## src/rtl/ft245_tx_arbiter.sv

```systemverilog
// Round-robin arbiter/framer sharing the ft245 write FIFO among N_REQ sources.
// Define FT245_TX_ARB_TRAILER_EN to append a checksum trailer after each burst.
module ft245_tx_arbiter #(
    parameter int N_REQ      = 4,
    parameter int DATA_WIDTH = 64,
    parameter int MAX_BURST  = 256
) (
    input  logic                        clk,
    input  logic                        rst,
    input  logic [N_REQ-1:0]            req_valid,
    input  logic [N_REQ*DATA_WIDTH-1:0] req_data,
    input  logic [N_REQ-1:0]            req_last,
    output logic [N_REQ-1:0]            req_ready,
    output logic                        wren,
    output logic [DATA_WIDTH-1:0]       wrdata,
    input  logic                        wrfifo_full,
    output logic [7:0]                  grant_id,
    output logic                        busy
);
    localparam int IDXW = $clog2(N_REQ);
    localparam int CW   = $clog2(MAX_BURST + 1);

`ifdef FT245_TX_ARB_TRAILER_EN
    typedef enum logic [1:0] {IDLE, HDR, DATA, TRL} state_t;
`else
    typedef enum logic [1:0] {IDLE, HDR, DATA} state_t;
`endif

    state_t state, state_nxt;

    logic [IDXW-1:0]       grant;
    logic [IDXW-1:0]       last;
    logic [IDXW-1:0]       pick;
    logic [6:0]            seq;
    logic [N_REQ-1:0]      cont;
    logic [CW-1:0]         count;
    logic [CW-1:0]         count_inc;
    logic                  hdr_wr;
    logic                  xfer;
    logic                  burst_end;
    logic [DATA_WIDTH-1:0] data_arr [N_REQ];

    for (genvar i = 0; i < N_REQ; i++) begin : g_split
        assign data_arr[i] = req_data[i*DATA_WIDTH +: DATA_WIDTH];
    end

    // First valid source strictly after 'from', wrapping around.
    function automatic logic [IDXW-1:0] rr_pick(
        input logic [N_REQ-1:0] v,
        input logic [IDXW-1:0]  from
    );
        logic [IDXW-1:0] sel;
        logic            found;
        int              idx;
        sel   = from;
        found = 1'b0;
        for (int k = 1; k <= N_REQ; k++) begin
            idx = int'(from) + k;
            if (idx >= N_REQ) begin
                idx = idx - N_REQ;
            end
            if (!found && v[IDXW'(idx)]) begin
                found = 1'b1;
                sel   = IDXW'(idx);
            end
        end
        return sel;
    endfunction

`ifdef FT245_TX_ARB_TRAILER_EN
    localparam int LANES = (DATA_WIDTH + 15) / 16;

    logic [15:0] csum;

    function automatic logic [15:0] fold(input logic [DATA_WIDTH-1:0] w);
        logic [LANES*16-1:0] p;
        logic [15:0]         x;
        p                 = '0;
        p[DATA_WIDTH-1:0] = w;
        x                 = '0;
        for (int l = 0; l < LANES; l++) begin
            x = x ^ p[l*16 +: 16];
        end
        return x;
    endfunction
`endif

    assign pick      = rr_pick(req_valid, last);
    assign count_inc = count + 1'b1;
    assign burst_end = req_last[grant] || (count_inc == CW'(MAX_BURST));
    assign busy      = (state != IDLE);
    assign grant_id  = 8'(grant);

    always_comb begin
        state_nxt = state;
        wren      = 1'b0;
        wrdata    = '0;
        req_ready = '0;
        hdr_wr    = 1'b0;
        xfer      = 1'b0;
        unique case (state)
            IDLE: begin
                if (|req_valid) begin
                    state_nxt = HDR;
                end
            end
            HDR: begin
                wren          = !wrfifo_full;
                wrdata[31:0]  = {16'hA55A, grant_id, seq, cont[grant]};
                if (!wrfifo_full) begin
                    hdr_wr    = 1'b1;
                    state_nxt = DATA;
                end
            end
            DATA: begin
                req_ready[grant] = !wrfifo_full;
                xfer             = req_valid[grant] & !wrfifo_full;
                wren             = xfer;
                wrdata           = data_arr[grant];
                if (xfer && burst_end) begin
`ifdef FT245_TX_ARB_TRAILER_EN
                    state_nxt = TRL;
`else
                    state_nxt = IDLE;
`endif
                end
            end
`ifdef FT245_TX_ARB_TRAILER_EN
            TRL: begin
                wren         = !wrfifo_full;
                wrdata[31:0] = {16'h5AA5, csum};
                if (!wrfifo_full) begin
                    state_nxt = IDLE;
                end
            end
`endif
            default: begin
                state_nxt = IDLE;
            end
        endcase
    end

    always_ff @(posedge clk) begin
        if (rst) begin
            state <= IDLE;
        end else begin
            state <= state_nxt;
        end
    end

    always_ff @(posedge clk) begin
        if (rst) begin
            grant <= '0;
            last  <= IDXW'(N_REQ - 1);
            seq   <= '0;
            cont  <= '0;
            count <= '0;
`ifdef FT245_TX_ARB_TRAILER_EN
            csum  <= '0;
`endif
        end else begin
            if (state == IDLE && |req_valid) begin
                grant <= pick;
                last  <= pick;
            end
            if (hdr_wr) begin
                seq   <= seq + 7'd1;
                count <= '0;
`ifdef FT245_TX_ARB_TRAILER_EN
                csum  <= '0;
`endif
            end
            if (xfer) begin
                count <= count_inc;
`ifdef FT245_TX_ARB_TRAILER_EN
                csum  <= csum ^ fold(data_arr[grant]);
`endif
                // An end-of-packet on the cut word still closes the packet.
                if (burst_end) begin
                    cont[grant] <= !req_last[grant];
                end
            end
        end
    end

endmodule
```

## config.mk

```make
export PLATFORM = sky130hd
export DESIGN_NAME = ft245_tx_arbiter
export DESIGN_NICKNAME = d
export VERILOG_FILES = /design/src/rtl/ft245_tx_arbiter.sv
export SDC_FILE = /design/constraint.sdc
export NUM_CORES = 1
export LEC_CHECK = 0
export CORE_AREA = 3 3 133 135
export DETAILED_ROUTE_END_ITERATION = 16
export DIE_AREA = 0 0 136 138
export HOLD_SLACK_MARGIN = 0.12
export PLACE_DENSITY = 0.67
export REMOVE_ABC_BUFFERS = 1
export SETUP_SLACK_MARGIN = 0.15
export SLEW_MARGIN = 30
export SYNTH_ARGS = -nofsm -noshare
export SYNTH_HDL_FRONTEND = slang
export SYNTH_SLANG_ARGS = --single-unit
export TNS_END_PERCENT = 1
```

## constraint.sdc

```tcl
create_clock -name clk -period 2.41 [get_ports clk]
set_input_delay 0.482 -clock clk [delete_from_list [all_inputs] [get_ports clk]]
set_output_delay 0.482 -clock clk [all_outputs]
set_load 0.05 [all_outputs]
```

; Yosys cells after proc, flatten, opt, wreduce, memory -nomap -nowiden
; Cells that the tools add are included.
[word_totals]
reg_bits = 26
input_bits = 267
out_inout_bits = 78
wordCells = 102
[op_classes]
n_addsub = 10
order_cmp = 11
n_eq_ne = 6
mux = 48
bitwise = 3
reduce_logical = 18
[ops]
columns = cell, count
row1 = 64-bit binary-select mux with 2-bit select, 1
row2 = 64-bit 2-to-1 mux, 2
row3 = 32-bit case mux with 2 select lines, 1
row4 = 32-bit 2-to-1 mux, 1
row5 = 2-bit 2-to-1 mux, 11
row6 = 1-bit 2-to-1 mux, 18
row7 = 9-bit 2-to-1 mux, 2
row8 = "2-bit by 4-bit less-than comparator with 1-bit output, second input constant", 4
row9 = 1-bit binary-select mux with 2-bit select, 7
row10 = "3-bit >= comparator, second input constant", 4
row11 = "9-bit by 1-bit adder with 9-bit output, second input constant", 1
row12 = "9-bit == test, second input constant", 1
row13 = "2-bit by 1-bit subtractor with 2-bit output, second input constant", 4
row14 = "7-bit by 1-bit adder with 7-bit output, second input constant", 1
row15 = "2-bit by 2-bit adder with 3-bit output, second input constant", 2
row16 = 1-bit logical AND, 6
row17 = "2-bit != test, second input constant", 3
row18 = 2-bit case mux with 3 select lines, 1
row19 = 1-bit zero test, 5
row20 = "2-bit by 3-bit adder with 4-bit output, second input constant", 1
row21 = 4-bit AND, 1
row22 = 4-bit bitwise mux, 1
row23 = "4-bit by 3-bit >= comparator with 1-bit output, second input constant", 1
row24 = 4-bit 2-to-1 mux, 1
row25 = other kinds (15), 16

; Logic depth before layout (Yosys ltp)
; Gate-level depths: netlist of run 1.
[logic_depth]
depth_word = 16
ltp_mapped = 8
ltp_nobuf = 7

; Worst setup path after synthesis of run 1
; No wires, ideal clock.
[synth_timing]
kind = register to output
from = register grant[0]
to = output port wrdata[17]
arrival_ps = 2217
t_required_ps = 1928
slack_ps = -289
stages_incl_launch_ff = 7
n_path_buf = 3
path_cell_list = dfxtp_1 -> buf_6 -> buf_2 -> buf_2 -> mux4_2 -> nand2_1 -> nand2_1
[synth_via]
elab_chain_len = 5
[synth_rtl]
columns = item, line_no
row1 = "start, declared", 31  ; logic [IDXW-1:0] grant;
row2 = "start signal, assigned", 163  ; grant <= pick;
row3 = 2-bit NOT with 3-bit output (not written as such), 119  ; wrdata = data_arr[grant];
row4 = 64-bit binary-select mux with 2-bit select, 119
row5 = 64-bit 2-to-1 mux (not written as such) (2 in a row), 119
row6 = 32-bit case mux with 2 select lines, 101  ; unique case (state)
row7 = "end, declared", 15  ; output logic [DATA_WIDTH-1:0] wrdata,
; No other way between the ends. The select of a mux whose other input is x is not followed.

; Worst setup path in the final report of run 1
[layout_timing]
from = register grant[0]
to = output port wrdata[40]
[layout_via]
elab_chain_len = 5
[layout_rtl]
columns = item, line_no
row1 = 2-bit NOT with 3-bit output (not written as such), 119
row2 = 64-bit binary-select mux with 2-bit select, 119
row3 = 64-bit 2-to-1 mux (not written as such) (2 in a row), 119
row4 = 32-bit 2-to-1 mux, 101
; No other way between the ends. The select of a mux whose other input is x is not followed.

==> results of run 1 <==
[Yosys cell counts (all sizes together) (3+ instances only)]
cell and n:
nand4 3, inv 4, mux2i 5, a211oi 6
xnor2 3, buf 21, clkbuf 15, nand2 28
a22o 10, o21ai 7, nand2b 7, ha 6
and3 5, and2 52, mux4 67, nor2 23
nand3 3, a31oi 3, a21oi 20, xor2 4
nand3b 4, dfxtp 26, nor2b 6
[cell type report]
class / count / area [um^2] / share of cell area
Sequential cell: 26 / 529 / 0.0634
Inverter: 4 / 15.0 / 0.00180
Tap cell: 220 / 275 / 0.0330
Multi-Input combinational cell: 290 / 3030 / 0.363
Clock buffer: 4 / 78.8 / 0.00945
Timing Repair Buffer: 377 / 4420 / 0.529
[worst max-delay path by stage]
stage | slack [ps] | end
floorplan | -3190 | wren
global placement | -70 | wren
detailed placement | -70 | wren
CTS | 40 | wrdata[0]
global route | -20 | wrdata[40]
finish | 30 | wrdata[40]
[cell families (layout without fill, tap and decap cells)]
family | count (synthesis) | after routing | synth area share
AOI/OAI and AO/OA | 55 | 55 | 0.105
xor gates and xnor gates | 7 | 7 | 0.0170
adders and majority gates | 6 | 6 | 0.0208
buffers and inverters | 40 | 385 | 0.0555
DFF | 26 | 26 | 0.144
muxes | 72 | 72 | 0.432
other | 1 | 6 | 0.00104
and+or+nand+nor | 144 | 144 | 0.224
[routing by layer]
| metal | wire [um] | part of all wire |
|---|---|---|
| met5 | 0 | 0 |
| met4 | 485 | 0.024 |
| met3 | 1500 | 0.073 |
| met2 | 10900 | 0.53 |
| met1 | 7580 | 0.37 |
[per-stage QoR]
step                      hold WS [ps]  area (um^2)  worst slack [ps]
final                              500         8340              26.8
after global routing               524         8340             -15.9
after CTS                          503         7950              42.2
after detailed placement           491         7630             -66.2
after global placement             481         7630             -68.5
after floorplan                    448         3440             -3190
[report_power, final]
group | leakage, uW | total (uW) | switching (uW) | internal (uW)
logic | 0.00288 | 5060 | 2350 | 2710
clock network | 0.0000382 | 375 | 149 | 226
registers | 0.000212 | 590 | 97.5 | 493
total | 0.00313 | 6030 | 2600 | 3430
[flip-flops by register name, indices dropped and copies added, names as in the netlist]
signal and flops:
cont 4, count 9, grant 2, last 2, seq 7, state 2
[repair_timing]
action                                  in CTS  in global routing
cloned                                       3                  5
endpoints found under the hold margin        0                  0
resized for setup                           15                 81
pin swaps                                    1                 14
endpoints found under the setup margin      65                 66
setup buffers                                9                  1
[critical path: cells and delay by family, from the launching register on]
family	cells	cell delay [ps]
flops	1	370
simple gates	1	180
buf+inv	4	570
mux	1	500
==> results by group, run 1 <==
Status
  – Outcome: complete, no violations

Hold path
  – Hold path depth: 1
  – Worst Hold Class: reg2reg
  – Hold Path Origin: count[8]
  – Hold Crit Endpoint: count[8]

Clocking
  – CTS clk-pin slew, worst paths: 70 ps
  – H-tree levels: 1
  – Post-CTS Hold Fix Bufs: 0
  – Worst skew pair latency: 260 ps
  – Root Buffer: clkbuf_16
  – Clk buf depth: 2
  – CTS tree: yes
  – Clock Sinks: 26
  – Cts bufs inserted: 3

GRT
  – First-pass GRT wire length: 28600 um
  – GR Util All Layers: 0.200
  – Vias in the first global route: 4610
  – Met1 GRT Util: 0.237
  – Antenna violations before repair: 0
  – Global routing usage on met3: 0.0454
  – M2 GR Usage: 0.362
  – Global route overflow: 0
  – GRT busiest layer: met2
  – Largest net degree at the start of global routing: 39

Worst setup path
  – Worst Path Max Fanout: 6
  – Worst Reg-to-Reg Cells: 8
  – Worst path arrival time: 1900 ps
  – Setup CP Type: reg2out
  – Register-to-register setup slack: 320 ps
  – Setup crit start: grant[0]
  – Crit path capture type: primary output
  – Max stage delay on crit path: 500 ps
  – CP cell instances: buf_12, buf_8, clkbuf_16, mux4_2, and2_4, buf_6
  – Reg2reg start: grant[0]
  – Startpoint Class: flop
  – Worst flop-to-flop path endpoint: cont[3]
  – CP required: 1930 ps
  – Slowest-stage cell, CP: mux4_2

Job
  – Max_cap viols: 0

Drt
  – DR pass1 iterations: 4
  – DRT antenna net count: 0
  – DRC viols: 0
  – WL final: 20400 um
  – DR iter-0 viols: 218
  – Routed vias: 4470
  – Via density per instance: 4.85
  – Wirelength per Cell: 22.2 um

Floorplan
  – Die W: 136 um
  – Die area: 0.0188 mm^2
  – Initial core utilization: 0.217
  – FP Rows: 47
  – DIE HEIGHT: 138 um
  – IO Pins: 345
  – Core ar.: 0.0166 mm^2

Synthesis
  – Post-Syn Instances: 351
  – Avg Cell Area, Syn: 10.3 um^2
  – Post-synth EDFFs: 0
  – Area leader, netlist: mux4_2
  – Synth async-reset ratio: 0
  – Top post-synthesis cells by area: mux4_2, dfxtp_1, and2_1
  – Synth Flop Type: dfxtp_1
  – Library cells used by synthesis: 45
  – Sequential share of the synthesized area: 0.144
  – Synth top area share: 0.418
  – Yosys warns: 0
  – FF+latch count, synth: 26
  – Cell Area, Synth: 0.00361 mm^2

Timing
  – Fmax: 420 MHz
  – Setup Skew: 9.51 ps
  – RSZ-0062 raised after global routing: yes
  – Fin. Hold Viols: 0
  – Post-route setup TNS: 0 ps
  – Count of pins over their slew limit: 0
  – Tmin final: 2380 ps
  – Setup-failing EPs final: 0
  – Fin crit share: 0.989

Placed design
  – Final Wtd Congestion: 0.965
  – Placed insts: 899
  – IO Port Bufs: 338
  – Detailed placement HPWL: 16600 um

Final layout
  – Final cell count without fillers: 921
  – Ant diodes: 0
  – Layout cells sized above 1: 0.332
  – Area Growth Syn to Fin: 131%
  – Final core occ: 0.503
  – Fin nets: 975
  – Fill cells: 1466
  – Leading cell type in the layout, fill and taps excluded: clkdlybuf4s50_1
  – Most frequent cells in the layout: clkdlybuf4s50_1, mux4_2, buf_12

Pwr
  – Maximum vdd drop: 0.000460 V
  – Static Leak: 0.00313 uW
  – Overall Power: 6030 uW
  – Pwr Density: 723 mW/mm^2
Power figures use the tool's default switching activity.
==> run 2, diff against run 1 <==
CELL_PAD_IN_SITES_DETAIL_PLACEMENT = 0   (was unset)
CELL_PAD_IN_SITES_GLOBAL_PLACEMENT = 1   (was unset)
CORE_AREA = unset   (was 3 3 133 135)
CORE_UTILIZATION = 21   (was unset)
DIE_AREA = unset   (was 0 0 136 138)
PLACE_DENSITY = 0.89   (was 0.67)
RECOVER_POWER = 50   (was unset)
==> run 2 against run 1 <==
Net effect: routed wire length down 7.2%; power up 1.8%; largest cell class unchanged; first-iteration DRC count down 23%; clock power up 20%; utilization up 0.33 points; via count down 2.4%.
==> results by group, run 2 (same netlist as run 1, synthesis figures left out) <==
Timing
  – Setup-failing EPs final: 0
  – Setup Skew: 2.20 ps
  – Tmin final: 2370 ps
  – Fin crit share: 0.982
  – Worst slew margin: 0.563
  – Worst-Margin Slew: 658 ps
  – Count of pins over their slew limit: 0
  – Fin. Hold Viols: 0
  – Post-route setup TNS: 0 ps
  – Fmax: 423 MHz
  – RSZ-0062 raised after global routing: yes

GRT
  – Global route overflow: 0
  – Antenna violations before repair: 1
  – Vias in the first global route: 4593
  – GR Util All Layers: 0.209
  – First-pass GRT wire length: 27300 um
  – Largest net degree at the start of global routing: 33

Final layout
  – Layout cells sized above 1: 0.349
  – Area Growth Syn to Fin: 135%
  – Fin nets: 973
  – Most frequent cells in the layout: clkdlybuf4s50_1, mux4_2, buf_12
  – Top reg by flops: count
  – Leading cell type in the layout, fill and taps excluded: clkdlybuf4s50_1
  – Largest register FFs: 9
  – Final Cell Area: 0.00846 mm^2
  – Biggest regs: count (9), seq (7), cont (4)

Floorplan
  – DIE HEIGHT: 133 um
  – IO Pins: 345
  – Die area: 0.0177 mm^2
  – Core ar.: 0.0167 mm^2
  – FP Rows: 47
  – Die W: 133 um
  – Initial core utilization: 0.216

Clocking
  – H-tree levels: 1
  – Worst skew pair latency: 260 ps
  – CTS tree: yes
  – Clk buf depth: 2
  – Clock Sinks: 26
  – Cts bufs inserted: 3
  – Post-CTS Hold Fix Bufs: 0
  – Root Buffer: clkbuf_16
  – CTS clk-pin slew, worst paths: 70 ps

Placed design
  – IO Port Bufs: 338
  – Detailed placement HPWL: 16300 um
  – Final Wtd Congestion: 0.839
  – Post-DP Area: 0.00775 mm^2

Pwr
  – Static Leak: 0.00316 uW
  – Pwr Density: 726 mW/mm^2
  – Maximum vdd drop: 0.000399 V

Drt
  – DR iter-0 viols: 168
  – WL final: 19000 um
  – Via density per instance: 4.74
  – Wirelength per Cell: 20.6 um
  – Routed vias: 4361
  – DRT antenna net count: 0
  – DRC viols: 0
  – DR pass1 iterations: 4

Worst setup path
  – Crit path capture type: primary output
  – CP required: 1930 ps
  – Worst Path Max Fanout: 9
  – Worst path arrival time: 1880 ps
  – Startpoint Class: flop
  – Setup CP Type: reg2out

Job
  – Max_cap viols: 0

Status
  – Outcome: complete, no violations

Hold path
  – Worst Hold Class: reg2reg
[run 2: timing repair]
action | CTS | global route
endpoints found under the setup margin | 65 | 65
resized for setup | 7 | 136
setup buffers | 6 | 0
gates cloned | 1 | 2
pin swaps | 0 | 22
[run 2: worst max-delay path, cell delays in order (launching register included)]
cell and delay [ps]:
dfxtp_4 410, buf_12 170, mux4_2 590, a22o_1 270, buf_12 160
[run 2: per-layer routing]
| metal | routed length [um] | track usage | up-vias |
|---|---|---|---|
| li1 | - | - | 2044 |
| met1 | 7600 | 0.253 | 2083 |
| met2 | 9120 | 0.353 | 218 |
| met3 | 1930 | 0.0785 | 16 |
| met4 | 312 | 0.0390 | 0 |
| met5 | 0 | 0 | - |
[run 2: final cells by class]
cell class	instances	area [um^2]
Fill cell	1501	8240
Timing Repair Buffer	375	4480
Multi-Input combinational cell	290	3060
Sequential cell	26	529
Tap cell	220	275
Clock buffer	4	100
Inverter	4	15.0
Antenna cell	1	2.50
[run 2: worst paths after layout]
path / from / end / slack (ps) / cells past startpoint
worst min-delay path: state[1] / state[1] / 500 / 2
worst max register to register: state[1] / seq[5] / 390 / 7
worst max-delay path: grant[0] / wrdata[9] / 40 / 4
worst min register to register: state[1] / state[1] / 500 / 2
[run 2: through the flow]
step	cells	utilization	hold slack (ps)	power [uW]	setup slack [ps]
after floorplan	320	-	448	3240	-3190
after global placement	906	0.464	483	5090	-13.7
after detailed placement	906	0.464	493	5130	-49.6
after CTS	917	0.476	506	5730	15.2
after global routing	920	0.506	533	6470	-21.8
final	920	0.506	504	6140	43.9
[run 2: where the power goes]
group,internal (uW),total [uW],switching (uW)
registers,493,628,135
clock network,289,451,162
logic,2700,5060,2350
total,3490,6140,2650
==> run 3, diff against run 2 <==
PLACE_DENSITY = unset   (was 0.89)
PLACE_DENSITY_LB_ADDON = 0.12   (was unset)
==> run 3 against run 2 <==
Net effect: critical path depth grew 1; worst hold slack lost 3.8 ps; sequential share of layout area grew 0.11 points; cell area shrank 1.7%; clock power shrank 16%; first-iteration DRC count grew 15%; sequential power shrank 10%; combinational power is essentially flat; cell count grew 0.43%; fmax shrank 0.11%; global-route usage grew 2.1 points; via count grew 1.5%; critical path type unchanged; largest cell class unchanged.
==> results by group, run 3 (same netlist as run 1, synthesis figures left out) <==
Timing
  – RSZ-0062 raised after global routing: yes
  – Setup Skew: 4.32 ps
  – Final Worst Setup Slack: 41.2 ps
  – Fin. Hold Viols: 0
  – Worst-Margin Slew: 598 ps
  – Post-route setup TNS: 0 ps
  – Fin crit share: 0.983
  – Count of pins over their slew limit: 0
  – Worst slew margin: 0.603
  – Setup-failing EPs final: 0
  – Tmin final: 2370 ps
  – WHS: 500 ps
  – Fmax: 422 MHz

Final layout
  – Leading cell type in the layout, fill and taps excluded: clkdlybuf4s50_1
  – Final Cell Area: 0.00832 mm^2
  – Most frequent cells in the layout: clkdlybuf4s50_1, mux4_2, buf_12
  – Largest register FFs: 9
  – Layout cells sized above 1: 0.308
  – Fin nets: 975
  – Final core occ: 0.498
  – Biggest regs: count (9), seq (7), cont (4)
  – Area Growth Syn to Fin: 131%
  – Top reg by flops: count

Clocking
  – Clock Sinks: 26
  – H-tree levels: 1
  – CTS tree: yes
  – Clk buf depth: 2
  – Cts bufs inserted: 3
  – Worst skew pair latency: 260 ps
  – CTS clk-pin slew, worst paths: 70 ps
  – Root Buffer: clkbuf_16

Placed design
  – Post-DP Area: 0.00775 mm^2
  – Detailed placement HPWL: 17000 um
  – IO Port Bufs: 338
  – Dpl ws: -89.8 ps
  – Final Wtd Congestion: 0.939

Floorplan
  – DIE HEIGHT: 133 um
  – FP Rows: 47
  – Core ar.: 0.0167 mm^2
  – Die W: 133 um
  – IO Pins: 345
  – Die area: 0.0177 mm^2
  – Initial core utilization: 0.216

Worst setup path
  – Startpoint Class: flop
  – Crit path capture type: primary output
  – Setup CP Type: reg2out
  – Worst path arrival time: 1890 ps
  – Worst Path Max Fanout: 13
  – Slowest-stage cell, CP: mux4_2
  – CP cell instances: buf_12, buf_12, mux4_2, and2_1, buf_4
  – Most used cell along the critical path: buf_12
  – Max stage delay on crit path: 570 ps
  – CP required: 1930 ps

GRT
  – Vias in the first global route: 4692
  – First-pass GRT wire length: 29800 um
  – Global route overflow: 0
  – Antenna violations before repair: 2
  – Largest net degree at the start of global routing: 48
  – GR Util All Layers: 0.230

Job
  – Max_cap viols: 0

Drt
  – Wirelength per Cell: 22.7 um
  – DRT antenna net count: 0
  – Routed vias: 4425
  – Via density per instance: 4.79
  – DR pass1 iterations: 4
  – DR iter-0 viols: 194
  – WL final: 20900 um
  – DRC viols: 0

Pwr
  – Static Leak: 0.00310 uW
  – Pwr Density: 720 mW/mm^2
  – Maximum vdd drop: 0.000616 V

Hold path
  – Worst Hold Class: reg2reg

Status
  – Outcome: complete, no violations
## run 3: cell types whose count changed in the layout (fill, tap and decap cells not counted), moves of 3 or more
| cell | before | now |
|---|---|---|
| and2_1 | 6 | 18 |
| buf_16 | 2 | 5 |
| nand2_2 | 9 | 4 |
| buf_6 | 7 | 10 |
| buf_12 | 67 | 58 |
| clkbuf_1 | 2 | 8 |
| and2_0 | 0 | 7 |
| nand2_1 | 19 | 24 |
| buf_8 | 8 | 5 |
| and2_4 | 45 | 26 |
## run 3: cell type report
class	instances	area [um^2]
inverter	4	15.0
sequential	26	529
clock buffer	4	78.8
fill	1569	8390
timing repair buffer	377	4410
multi-input combinational	290	3000
tap	220	275
antenna	3	7.51
## run 3: metal layers
layer	part of all wire	vias to the layer above	wire, um	track usage
met4	0.018	0	383	0.0473
met1	0.40	2155	8310	0.265
met5	0	-	0	0
li1	-	2052	-	-
met3	0.068	21	1410	0.0598
met2	0.52	197	10800	0.423
## run 3: metrics by stage
step / instances / total power [uW]
finish: 924 / 5990
global route: 923 / 6300
CTS: 919 / 5870
detailed placement: 898 / 4990
global placement: 898 / 4950
floorplan: 320 / 3240
## run 3: power breakdown
part	internal, uW	switching [uW]
Clock	227	154
Sequential	492	72.1
Combinational	2670	2380
## run 3: what timing repair did
item / CTS / global route
hold buffers: 0 / 0
setup buffers: 12 / 0
gates resized for setup: 21 / 51
cloned: 5 / 2
pin swaps: 2 / 11
setup endpoints to repair: 65 / 69
## run 3: final timing paths
check        slack (ps)  cells past startpoint  startpoint         end
max                  40                      5    grant[0]  wrdata[54]
min                 500                      2    state[0]    state[0]
max reg2reg         250                      8    grant[0]     cont[3]
min reg2reg         500                      2    state[0]    state[0]
## run 3: critical path: cells and delay by family (launching register included)
kind                   cells  cell delay, ps
muxes                      1             570
buffers and inverters      3             490
DFF                        1             370
and+or+nand+nor            1             190
